**src/rtl/iob_fifo_sync_ctrl_if.sv**
```systemverilog
// Bundles the FIFO user-side handshake and the register-file port driven by
// the controller. The slave modport is the controller's view.
interface iob_fifo_sync_ctrl_if #(
  parameter int DATA_W = 21,
  parameter int ADDR_W = 3
);
  logic              w_en_i;
  logic [DATA_W-1:0] w_data_i;
  logic              w_full_o;
  logic              r_en_i;
  logic [DATA_W-1:0] r_data_o;
  logic              r_empty_o;
  logic [ADDR_W:0]   level_o;
  logic              overflow_o;
  logic              underflow_o;
  logic              ext_mem_w_en_o;
  logic [ADDR_W-1:0] ext_mem_w_addr_o;
  logic [DATA_W-1:0] ext_mem_w_data_o;
  logic [ADDR_W-1:0] ext_mem_r_addr_o;
  logic [DATA_W-1:0] ext_mem_r_data_i;

  modport slave (
    input  w_en_i, w_data_i, r_en_i, ext_mem_r_data_i,
    output w_full_o, r_data_o, r_empty_o, level_o, overflow_o, underflow_o,
    output ext_mem_w_en_o, ext_mem_w_addr_o, ext_mem_w_data_o, ext_mem_r_addr_o
  );

  modport master (
    output w_en_i, w_data_i, r_en_i, ext_mem_r_data_i,
    input  w_full_o, r_data_o, r_empty_o, level_o, overflow_o, underflow_o,
    input  ext_mem_w_en_o, ext_mem_w_addr_o, ext_mem_w_data_o, ext_mem_r_addr_o
  );
endinterface

```
**src/rtl/iob_fifo_sync_ctrl.sv**
```systemverilog
// Synchronous FIFO controller over an external two-port register file.
// Holds pointers, occupancy, sticky error flags and the registered pop data.
module iob_fifo_sync_ctrl #(
  parameter int DATA_W = 21,
  parameter int ADDR_W = 3
) (
  input  logic                 clk_i,
  input  logic                 arst_i,
  input  logic                 cke_i,
  input  logic                 rst_i,
  iob_fifo_sync_ctrl_if.slave  bus
);
  localparam logic [ADDR_W-1:0] PTR_ONE = 1;
  localparam logic [ADDR_W:0]   LVL_ONE = 1;
  localparam logic [ADDR_W:0]   DEPTH   = LVL_ONE << ADDR_W;

  logic [ADDR_W-1:0] wptr_q, wptr_d;
  logic [ADDR_W-1:0] rptr_q, rptr_d;
  logic [ADDR_W:0]   level_q, level_d;
  logic [DATA_W-1:0] r_data_q, r_data_d;
  logic              overflow_q, overflow_d;
  logic              underflow_q, underflow_d;

  logic full, empty, push, pop;

  // Full/empty come from the level, so pointer equality never needs decoding.
  assign full  = (level_q == DEPTH);
  assign empty = (level_q == '0);
  assign push  = cke_i & bus.w_en_i & ~full  & ~rst_i;
  assign pop   = cke_i & bus.r_en_i & ~empty & ~rst_i;

  assign bus.w_full_o         = full;
  assign bus.r_empty_o        = empty;
  assign bus.level_o          = level_q;
  assign bus.r_data_o         = r_data_q;
  assign bus.overflow_o       = overflow_q;
  assign bus.underflow_o      = underflow_q;
  assign bus.ext_mem_w_en_o   = push;
  assign bus.ext_mem_w_addr_o = wptr_q;
  assign bus.ext_mem_w_data_o = bus.w_data_i;
  assign bus.ext_mem_r_addr_o = rptr_q;

  always_comb begin
    wptr_d      = wptr_q;
    rptr_d      = rptr_q;
    level_d     = level_q;
    r_data_d    = r_data_q;
    overflow_d  = overflow_q;
    underflow_d = underflow_q;
    if (cke_i) begin
      if (rst_i) begin
        wptr_d      = '0;
        rptr_d      = '0;
        level_d     = '0;
        r_data_d    = '0;
        overflow_d  = 1'b0;
        underflow_d = 1'b0;
      end else begin
        if (push) wptr_d = wptr_q + PTR_ONE;
        if (pop) begin
          rptr_d   = rptr_q + PTR_ONE;
          r_data_d = bus.ext_mem_r_data_i;
        end
        case ({push, pop})
          2'b10:   level_d = level_q + LVL_ONE;
          2'b01:   level_d = level_q - LVL_ONE;
          default: level_d = level_q;
        endcase
        if (bus.w_en_i && full)  overflow_d  = 1'b1;
        if (bus.r_en_i && empty) underflow_d = 1'b1;
      end
    end
  end

  always_ff @(posedge clk_i or posedge arst_i) begin
    if (arst_i) begin
      wptr_q      <= '0;
      rptr_q      <= '0;
      level_q     <= '0;
      r_data_q    <= '0;
      overflow_q  <= 1'b0;
      underflow_q <= 1'b0;
    end else begin
      wptr_q      <= wptr_d;
      rptr_q      <= rptr_d;
      level_q     <= level_d;
      r_data_q    <= r_data_d;
      overflow_q  <= overflow_d;
      underflow_q <= underflow_d;
    end
  end
endmodule

```
**src/flat_wrapper.sv**
```systemverilog
// flat-port wrapper written by rule: the top's interface ports become plain ports
module iob_fifo_sync_ctrl_flat 
#(
  parameter int DATA_W = 21,
  parameter int ADDR_W = 3
)
  (clk_i, arst_i, cke_i, rst_i, bus_w_en_i, bus_w_data_i, bus_r_en_i, bus_ext_mem_r_data_i, bus_w_full_o, bus_r_data_o, bus_r_empty_o, bus_level_o, bus_overflow_o, bus_underflow_o, bus_ext_mem_w_en_o, bus_ext_mem_w_addr_o, bus_ext_mem_w_data_o, bus_ext_mem_r_addr_o);
  iob_fifo_sync_ctrl_if #(.DATA_W(DATA_W), .ADDR_W(ADDR_W)) bus_i ();
  input  logic clk_i;
  input  logic arst_i;
  input  logic cke_i;
  input  logic rst_i;
  input wire logic [$bits(bus_i.w_en_i)-1:0] bus_w_en_i;
  input wire logic [$bits(bus_i.w_data_i)-1:0] bus_w_data_i;
  input wire logic [$bits(bus_i.r_en_i)-1:0] bus_r_en_i;
  input wire logic [$bits(bus_i.ext_mem_r_data_i)-1:0] bus_ext_mem_r_data_i;
  output wire logic [$bits(bus_i.w_full_o)-1:0] bus_w_full_o;
  output wire logic [$bits(bus_i.r_data_o)-1:0] bus_r_data_o;
  output wire logic [$bits(bus_i.r_empty_o)-1:0] bus_r_empty_o;
  output wire logic [$bits(bus_i.level_o)-1:0] bus_level_o;
  output wire logic [$bits(bus_i.overflow_o)-1:0] bus_overflow_o;
  output wire logic [$bits(bus_i.underflow_o)-1:0] bus_underflow_o;
  output wire logic [$bits(bus_i.ext_mem_w_en_o)-1:0] bus_ext_mem_w_en_o;
  output wire logic [$bits(bus_i.ext_mem_w_addr_o)-1:0] bus_ext_mem_w_addr_o;
  output wire logic [$bits(bus_i.ext_mem_w_data_o)-1:0] bus_ext_mem_w_data_o;
  output wire logic [$bits(bus_i.ext_mem_r_addr_o)-1:0] bus_ext_mem_r_addr_o;
  assign bus_i.w_en_i = bus_w_en_i;
  assign bus_i.w_data_i = bus_w_data_i;
  assign bus_i.r_en_i = bus_r_en_i;
  assign bus_i.ext_mem_r_data_i = bus_ext_mem_r_data_i;
  assign bus_w_full_o = bus_i.w_full_o;
  assign bus_r_data_o = bus_i.r_data_o;
  assign bus_r_empty_o = bus_i.r_empty_o;
  assign bus_level_o = bus_i.level_o;
  assign bus_overflow_o = bus_i.overflow_o;
  assign bus_underflow_o = bus_i.underflow_o;
  assign bus_ext_mem_w_en_o = bus_i.ext_mem_w_en_o;
  assign bus_ext_mem_w_addr_o = bus_i.ext_mem_w_addr_o;
  assign bus_ext_mem_w_data_o = bus_i.ext_mem_w_data_o;
  assign bus_ext_mem_r_addr_o = bus_i.ext_mem_r_addr_o;
  iob_fifo_sync_ctrl #(.DATA_W(DATA_W), .ADDR_W(ADDR_W)) u_core (.clk_i(clk_i), .arst_i(arst_i), .cke_i(cke_i), .rst_i(rst_i), .bus(bus_i));
endmodule
```
**config.mk**
```make
export PLATFORM = sky130hd
export DESIGN_NAME = iob_fifo_sync_ctrl_flat
export DESIGN_NICKNAME = d
export VERILOG_FILES = /design/src/rtl/iob_fifo_sync_ctrl_if.sv /design/src/rtl/iob_fifo_sync_ctrl.sv /design/src/flat_wrapper.sv
export SDC_FILE = /design/constraint.sdc
export NUM_CORES = 1
export LEC_CHECK = 0
export BUFFER_PORTS_ARGS = -buffer_cell sky130_fd_sc_hd__buf_4
export CAP_MARGIN = 20
export CELL_PAD_IN_SITES_DETAIL_PLACEMENT = 0
export CELL_PAD_IN_SITES_GLOBAL_PLACEMENT = 1
export CORE_MARGIN = 3
export CORE_UTILIZATION = 33
export DETAILED_ROUTE_END_ITERATION = 7
export PLACE_DENSITY = 0.91
export SYNTH_ARGS = -nofsm -noshare
export SYNTH_HDL_FRONTEND = slang
export SYNTH_SLANG_ARGS = --single-unit
```
**constraint.sdc**
```tcl
create_clock -name clk_i -period 4.8 [get_ports clk_i]
set_clock_uncertainty 0.2 [all_clocks]
set_input_delay 0.96 -clock clk_i [delete_from_list [all_inputs] [get_ports clk_i]]
set_output_delay 0.96 -clock clk_i [all_outputs]
set_load 0.005 [all_outputs]
```
==> results.toml <==
[timing]
finalMaxSlewViolations = 0
fin_crit_sh = 0.621
setup_viol = 0
hold_viol = 0
slew_headroom = 0.316
min_period_ns = 2.98
maxClockFrequency_mhz = 336
tns_ns = 0
tightestPinTransition_ns = 1.03
rsz0062_at_grt = "no"

[logic_synthesis]
ys_seq_area_frac = 0.514
async_reset_ff_frac = 1.00
netlist_instances = 135
synth-compound-area-share = 0.210
synthMuxAreaShare = 0.0140
ys_types = 33
synth_edf_count = 0
syn_area_per_cell_um2 = 11.9
synth_simple_gate_area_frac = 0.0740
yosys_warnings = 0
yosys.area_share.adder = 0.0374
synth_nets = 187
synthFlopType = "dfrtp_1"
synth_top_family_by_area = "compound AO/OA/AOI/OAI gates"
synth_area_um2 = 1610
synth_seq_cells = 33
synth_xor_area_frac = 0.0327

[min_path]
hold_start = "u_core.bus.r_data_o[10]$_DFFE_PP0P_"
holdCritPathClass = "reg2reg"

[clock_tree]
hold_buffers = 0
cts_buffers = 5
clkSinkCount = 33
cts_tree = "yes"
ctsLongestPathBuffers = 2
insertion_delay_ns = 0.27
cts_setup_buffers = 0
cts_resized = 0
root_buffer = "clkbuf_8"
clk_transition_reported_paths_ns = 0.06
htree_levels = 2

[job]
cap_viol_max_count = 0

[setup_path]
reg2reg_slack_ns = 2.33
critPathMaxFanout = 15
critPathKind = "in2out"
r2r-start = "u_core.bus.level_o[0]$_DFFE_PP0P_"
crit_start = "cke_i"
cp.arrival_ns = 1.82
endpoint_kind = "output port"
cp-start-kind = "input pin"
crit_required_ns = 3.64

[floorplan]
die_h_um = 75.8
fp.dieW_um = 75.8
num_rows = 24
die_area_um2 = 5740
core_um2 = 4530
num_io_pins = 105
start_util = 0.354

[placed_design]
place_congestion = 0.769
dp_hpwl_um = 2520
numPortBuffers = 62

[drt]
via_per_inst = 4.89
wl_per_cell_um = 14.8
antenna_left = 0
drt-total-wl_um = 3630
drt_iter0_markers = 55
drc = 0
via_count = 1199
drt-pass1-iter-count = 4

[layout]
area_delta_synth_final_pct = 28.7
mostFrequentLayoutCell = "buf_4"
final_cell_mix = "buf_4, dfrtp_1, a22o_1"
num_antenna_cells = 0
nets = 231
final_layout_size_suffix_gt1_frac = 0.444
postLayoutCoreUtil = 0.456

[power]
powerDensity_nw_per_um2 = 346
ir_drop_mv = 0.133
leakagePower_nw = 1.07

[global_route]
grt_pass1_vias = 1138
overflow = 0
grt_pass1_wl_um = 5440
antenna_found_initial = 0
grt_max_degree = 34
grt_use_total = 0.125

[outcome]
status = "complete, no violations"
[synth_stat cells, drive strengths merged, types with 2 or more instances]
cell	n	area [µm²]
a21oi	7	38.8
a22o	25	219
a31oi	3	18.8
buf	23	168
clkbuf	4	15.0
dfrtp	33	826
ha	4	50.1
inv	2	7.51
mux2	2	22.5
nand2	4	15.0
nor2	2	7.51
nor2b	2	15.0
nor3	2	10.0
o21ai	3	18.8
xnor2	2	17.5
xor2	4	35.0
[critical path, cell delays in order]
cell and delay, ns:
buf_4 0.17, nand2_1 0.09, or2_2 0.32, nor2_1 0.14, buf_4 0.13
[registers in the layout, summed over array words and instances, names as in the netlist]
register / flops
u_core.bus.overflow_o: 1
u_core.bus.ext_mem_w_addr_o: 3
u_core.bus.underflow_o: 1
u_core.bus.level_o: 4
u_core.bus.r_data_o: 21
u_core.bus.ext_mem_r_addr_o: 3
[per-stage QoR]
step                      power [W]  worst slack [ns]  instance area [µm²]  hold slack (ns)  std cells
after floorplan            0.000444              2.18                 1610            0.298        135
after global placement     0.000524              1.83                 1990            0.290        237
after detailed placement   0.000529              1.82                 1990            0.293        237
after CTS                  0.000729              1.82                 2070            0.313        245
after global routing       0.000757              1.73                 2070            0.321        245
final                      0.000716              1.82                 2070            0.307        245
[cell families after synthesis]
group	Yosys count
multiplexers	2
adder cells (fa/ha/maj)	5
XOR/XNOR	6
AO/OA/AOI/OAI	43
AND/OR/NAND/NOR	17
flip-flops	33
buffers and inverters	29
[power by group]
part | total, W | switching (W) | internal (W) | leakage (nW)
logic | 0.000181 | 0.0000760 | 0.000105 | 0.570
clock network | 0.000196 | 0.0000952 | 0.000100 | 0.0450
registers | 0.000339 | 0.0000279 | 0.000312 | 0.452
total | 0.000716 | 0.000199 | 0.000517 | 1.07
[area by class of cell]
| cell class | count | area [µm²] |
|---|---|---|
| Inverter | 2 | 7.51 |
| Tap cell | 65 | 81.3 |
| Fill cell | 446 | 2470 |
| Multi-Input combinational cell | 73 | 591 |
| Clock inverter | 2 | 10.0 |
| Sequential cell | 33 | 826 |
| Timing Repair Buffer | 64 | 480 |
| Clock buffer | 6 | 72.6 |
[path summary, 6_finish.rpt]
check	to	depth (start not counted)
min reg2reg	u_core.bus.r_data_o[10]$_DFFE_PP0P_	1
max in group asynchronous	u_core.bus.ext_mem_r_addr_o[1]$_DFFE_PP0P_	3
max	bus_ext_mem_w_en_o	5
min in group asynchronous	u_core.bus.r_data_o[11]$_DFFE_PP0P_	3
min	u_core.bus.r_data_o[10]$_DFFE_PP0P_	1
max reg2reg	u_core.bus.level_o[3]$_DFFE_PP0P_	7
[metal layers]
layer  wire length (µm)  vias up  global-route usage
met2               1730       42               0.192
met1               1660      590               0.167
met4                 10        0              0.0427
li1                   -      565                   -
met3                231        2              0.0369
met5                  0        -                   0
(Power assumes the default switching activity.)
